==> config.mk <==
export PLATFORM = sky130hd
export DESIGN_NAME = sync_fifo
export DESIGN_NICKNAME = d
export VERILOG_FILES = /design/src/rtl/sync_fifo.sv
export SDC_FILE = /design/constraint.sdc
export NUM_CORES = 1
export LEC_CHECK = 0
export CAP_MARGIN = 20
export CORE_MARGIN = 5
export CORE_UTILIZATION = 54
export CTS_BUF_LIST = sky130_fd_sc_hd__clkbuf_8
export DETAILED_ROUTE_END_ITERATION = 10
export PLACE_DENSITY = 0.84
export SYNTH_ARGS = -nofsm -noshare
export SYNTH_HDL_FRONTEND = slang
export SYNTH_SLANG_ARGS = --single-unit
==> constraint.sdc <==
create_clock -name clock -period 2.2 [get_ports clock]
set_input_delay 0.22 -clock clock [delete_from_list [all_inputs] [get_ports clock]]
set_output_delay 0.22 -clock clock [all_outputs]
set_load 0.005 [all_outputs]
==> src/rtl/sync_fifo.sv <==
// Single-clock byte FIFO: circular buffer with registered read data, occupancy count and
// full/empty flags. Requests that cannot be honoured (write when full, read when empty) are dropped.
module sync_fifo #(
  parameter int unsigned DATA_WIDTH = 8,
  parameter int unsigned ADDR_WIDTH = 3
) (
  input  logic                  clock,
  input  logic                  reset,
  input  logic [DATA_WIDTH-1:0] buf_in,
  input  logic                  wr_en,
  input  logic                  rd_en,
  output logic [DATA_WIDTH-1:0] buf_out,
  output logic                  buf_empty,
  output logic                  buf_full,
  output logic [ADDR_WIDTH:0]   fifo_cnt
);

  localparam int unsigned Depth = 2 ** ADDR_WIDTH;
  localparam logic [ADDR_WIDTH:0]   FullCnt = (ADDR_WIDTH + 1)'(Depth);
  localparam logic [ADDR_WIDTH:0]   CntOne  = 1;
  localparam logic [ADDR_WIDTH-1:0] PtrOne  = 1;

  logic [DATA_WIDTH-1:0] mem_q [Depth];
  logic [ADDR_WIDTH-1:0] wr_ptr_q, wr_ptr_d;
  logic [ADDR_WIDTH-1:0] rd_ptr_q, rd_ptr_d;
  logic [ADDR_WIDTH:0]   cnt_q, cnt_d;
  logic [DATA_WIDTH-1:0] buf_out_q, buf_out_d;
  logic                  wr_accept, rd_accept;

  assign buf_empty = (cnt_q == '0);
  assign buf_full  = (cnt_q == FullCnt);
  assign fifo_cnt  = cnt_q;
  assign buf_out   = buf_out_q;

  // Gating on the flags makes simultaneous requests resolve correctly at both extremes.
  assign wr_accept = wr_en && !buf_full;
  assign rd_accept = rd_en && !buf_empty;

  always_comb begin
    wr_ptr_d  = wr_ptr_q;
    rd_ptr_d  = rd_ptr_q;
    cnt_d     = cnt_q;
    buf_out_d = buf_out_q;

    if (wr_accept) begin
      wr_ptr_d = wr_ptr_q + PtrOne;
    end
    if (rd_accept) begin
      rd_ptr_d  = rd_ptr_q + PtrOne;
      buf_out_d = mem_q[rd_ptr_q];
    end

    unique case ({wr_accept, rd_accept})
      2'b10:   cnt_d = cnt_q + CntOne;
      2'b01:   cnt_d = cnt_q - CntOne;
      default: cnt_d = cnt_q;
    endcase
  end

  always_ff @(posedge clock or negedge reset) begin
    if (!reset) begin
      wr_ptr_q  <= '0;
      rd_ptr_q  <= '0;
      cnt_q     <= '0;
      buf_out_q <= '0;
    end else begin
      wr_ptr_q  <= wr_ptr_d;
      rd_ptr_q  <= rd_ptr_d;
      cnt_q     <= cnt_d;
      buf_out_q <= buf_out_d;
    end
  end

  // Storage is deliberately not reset; only pointers and count define valid contents.
  always_ff @(posedge clock) begin
    if (wr_accept) begin
      mem_q[wr_ptr_q] <= buf_in;
    end
  end

endmodule

==> results_dict.tcl <==
set metrics [dict create \
    p_clk_share_pct 20.3 \
    maxClockFrequency_mhz 479 \
    dieArea_sq_um 8010 \
    slowest_delay_ns 0.46 \
    max_cap_violations 0 \
    intPower_mw 3.45 \
    hold_buffers 0 \
    grt-ovfl-total 0 \
    hpwl_mm 4.03 \
    grt_max_degree 35 \
    num_rows 29 \
    grt_pass1_vias 1968 \
    critPathLaunchType "register" \
    ys_top_cells_by_count "edfxtp_1 (64), nand2_1 (23), dfrtp_1 (18)" \
    comb_power_share_pct 36.6 \
    ys_seq_area_share_pct 69.5 \
    drt_iter0_markers 112 \
    swShare_pct 33.8 \
    ys.flop_type "edfxtp_1" \
    cts_tree "built" \
    clock_sinks 82 \
    p_per_area_nw_per_um2 1280 \
    hold_slack_ns 0.196 \
    critPathCaptureType "register" \
    worstPathArrival_ns 2.34 \
    synthTopCellsByArea "edfxtp_1 (56%), dfrtp_1 (13%), mux2i_1 (5.0%)" \
    vias 1940 \
    grt_antenna_before_repair 0 \
    fin_crit_ns 2.09 \
    max_slew_margin_pct 54.7 \
    drt-met1-wl_mm 2.60 \
    die_h_microns 89.5 \
    met2WireLength_mm 3.28 \
    drtPass1Iterations 4 \
    grtUsageTotal_pct 17.6 \
    required_ns 2.45 \
    avgViaCountPerCell 5.56 \
    dp_slack_ns 0.0566 \
    initial_core_util_pct 54.7 \
    core_sq_um 6240 \
    period_share_pct 95.0 \
    power.total_mw 5.21 \
    cts_buffers 9 \
    nNetsFinal 285 \
    cts-root-buf "clkbuf_8" \
    clk_pin_slew_ns 0.10 \
    p_leak_nw 1.51 \
    layout-drive-gt1-share_pct 19.5 \
    n_antenna_cell 0 \
    dr.max_layer_used "met4" \
    drc_errors 0 \
    yosysMostFrequentCell "edfxtp_1" \
    ys_ff_latch 82 \
    hold_viol_final 0 \
    seq_power_share_pct 43.2 \
    ir_drop_mv 0.690 \
    met3WireLength_microns 334 \
    synthArstFlopShare_pct 22.0 \
    routabilityCongestion 0.801 \
    cp_max_fo 8 \
    p_switching_mw 1.76 \
    slowest_stage "dfrtp_2" \
    wl_mm 6.28 \
    layout_setup_ws_ns 0.111 \
    syn_inst 219 \
    clk_path_buf_depth 2 \
    crit_type "register to register" \
    syn_area_sq_um 3410 \
    synth_nets 237 \
    grt_pass1_wl_mm 9.97 \
    yosysWarnings 0 \
    clock_skew_ns 0.00861 \
    synth_top_cell_area_share_pct 56.3 \
    io_buffer_count 25 \
    multiInputGateArea_sq_um 962 \
    drt-wirelength-per-cell_microns 18.0 \
    status "complete, no violations" \
    cp_cell_sequence "o41ai_4 > inv_2 > ha_4 > ha_1 > a21oi_2 > o21ai_1 > o311ai_1" \
    drv_slew 0 \
    worst-slew-pin-transition_ns 0.677 \
    r2r_slack_ns 0.11 \
    cts-htree-levels 3 \
    yosys.area.top_type "edfxtp_1" \
    synth.avg_cell_area_sq_um 15.6 \
    nFillCells 448 \
    ant_nets 0 \
    syn_to_final_growth_pct 19.3 \
    ff_latch_area_sq_um 2380 \
    clkLatencyLatePin_ns 0.36 \
    synth_edf_count 64 \
    fp.dieW_microns 89.5 \
    ys_types 34 \
    setup_viol 0 \
    hp-class "input port to async pin" \
    io_pins 26 \
]
-- path summary, 6_finish.rpt --
| check | startpoint | end | cells after the start |
|---|---|---|---|
| worst max-delay path | fifo_cnt[0]$_DFFE_PN0P_ | fifo_cnt[3]$_DFFE_PN0P_ | 7 |
| worst min-delay path | reset | buf_out[1]$_DFFE_PN0P_ | 2 |
| worst max register to register | fifo_cnt[0]$_DFFE_PN0P_ | fifo_cnt[3]$_DFFE_PN0P_ | 7 |
| worst min register to register | buf_out[1]$_DFFE_PN0P_ | buf_out[1]$_DFFE_PN0P_ | 2 |
| max in group asynchronous | reset | fifo_cnt[2]$_DFFE_PN0P_ | 2 |
| min in group clock | buf_out[1]$_DFFE_PN0P_ | buf_out[1]$_DFFE_PN0P_ | 2 |
-- routing by layer --
| layer | GRT usage [%] | vias up |
|---|---|---|
| met5 | 0 | - |
| met3 | 4.15 | 7 |
| li1 | - | 922 |
| met2 | 30.3 | 45 |
| met1 | 21.6 | 966 |
| met4 | 6.50 | 0 |
-- per-stage QoR --
stage / cells / area [sq um] / setup TNS (ns) / utilization (%)
6_report: 349 / 4070 / 0 / 65.3
5_1_grt: 349 / 4070 / -0.0338 / 65.3
3_5_place_dp: 329 / 3840 / 0 / 61.5
3_3_place_gp: 329 / 3840 / 0 / 61.5
4_1_cts: 345 / 4030 / 0 / 64.6
2_1_floorplan: 219 / 3440 / 0 / -
-- critical path, delay by kind of cell (launching register included) --
family                     cells  cell delay [ns]
AOI/OAI and AO/OA              4             0.92
adders and majority gates      2             0.49
buffers and inverters          1             0.10
DFF                            1             0.46
-- logic make-up (layout without fill, tap and decap cells) --
family | after synthesis | after routing | share of synthesized area [%]
AO/OA/AOI/OAI | 31 | 31 | 6.86
XOR/XNOR | 5 | 5 | 1.28
adder cells (fa/ha/maj) | 6 | 6 | 2.42
buffers and inverters | 16 | 69 | 3.48
flip-flops | 82 | 82 | 69.5
multiplexers | 33 | 33 | 10.3
AND/OR/NAND/NOR | 46 | 46 | 6.20
-- state kept, by name, summed over array words and instances, names as in the netlist --
name / flops
buf_out: 8
wr_ptr_q: 3
fifo_cnt: 4
mem_q: 64
rd_ptr_q: 3
-- final cells by class --
type / instances / share of cell area [%]
flip-flops and latches: 82 / 58.3
multi-input cells: 121 / 23.6
repair buffers: 46 / 10.3
clock buffers: 9 / 3.04
well taps: 77 / 2.37
clock inverters: 7 / 1.66
inverters: 7 / 0.645
-- power groups by stage --
stage               logic (mW)  clock network [mW]  registers (mW)
finish                    1.91                1.06            2.25
CTS                       1.86                1.07            2.26
detailed placement        1.85                   0            2.29
global placement          1.80                   0            2.27
global route              2.11                1.14            2.29
floorplan                 1.26                   0            2.25
-- what timing repair did --
item                                    in CTS  in global routing
endpoints found under the setup margin       0                  1
buffers inserted                             0                  4
resized for setup                            0                  3
-- layout by cell type, fill, tap and decap left out, drive strengths merged --
| cell | count |
|---|---|
| edfxtp | 64 |
| clkdlybuf4s50 | 25 |
| nand2 | 23 |
| buf | 21 |
| dfrtp | 18 |
| mux2i | 17 |
| mux2 | 16 |
| inv | 12 |
| o21ai | 11 |
| clkbuf | 9 |
| o22ai | 8 |
| a221o | 8 |
| nor2 | 7 |
| nand2b | 5 |
| ha | 5 |
| xnor2 | 4 |
| nor3 | 4 |
| nor4 | 2 |
| o41ai | 1 |
| and2 | 1 |
| a21boi | 1 |
| nor2b | 1 |
| xor2 | 1 |
| a21oi | 1 |
| nor3b | 1 |
| or3 | 1 |
| nand4b | 1 |
| o311ai | 1 |
| fa | 1 |
| clkinvlp | 1 |
| clkinv | 1 |
No activity file was read; power rests on OpenSTA's default activity.
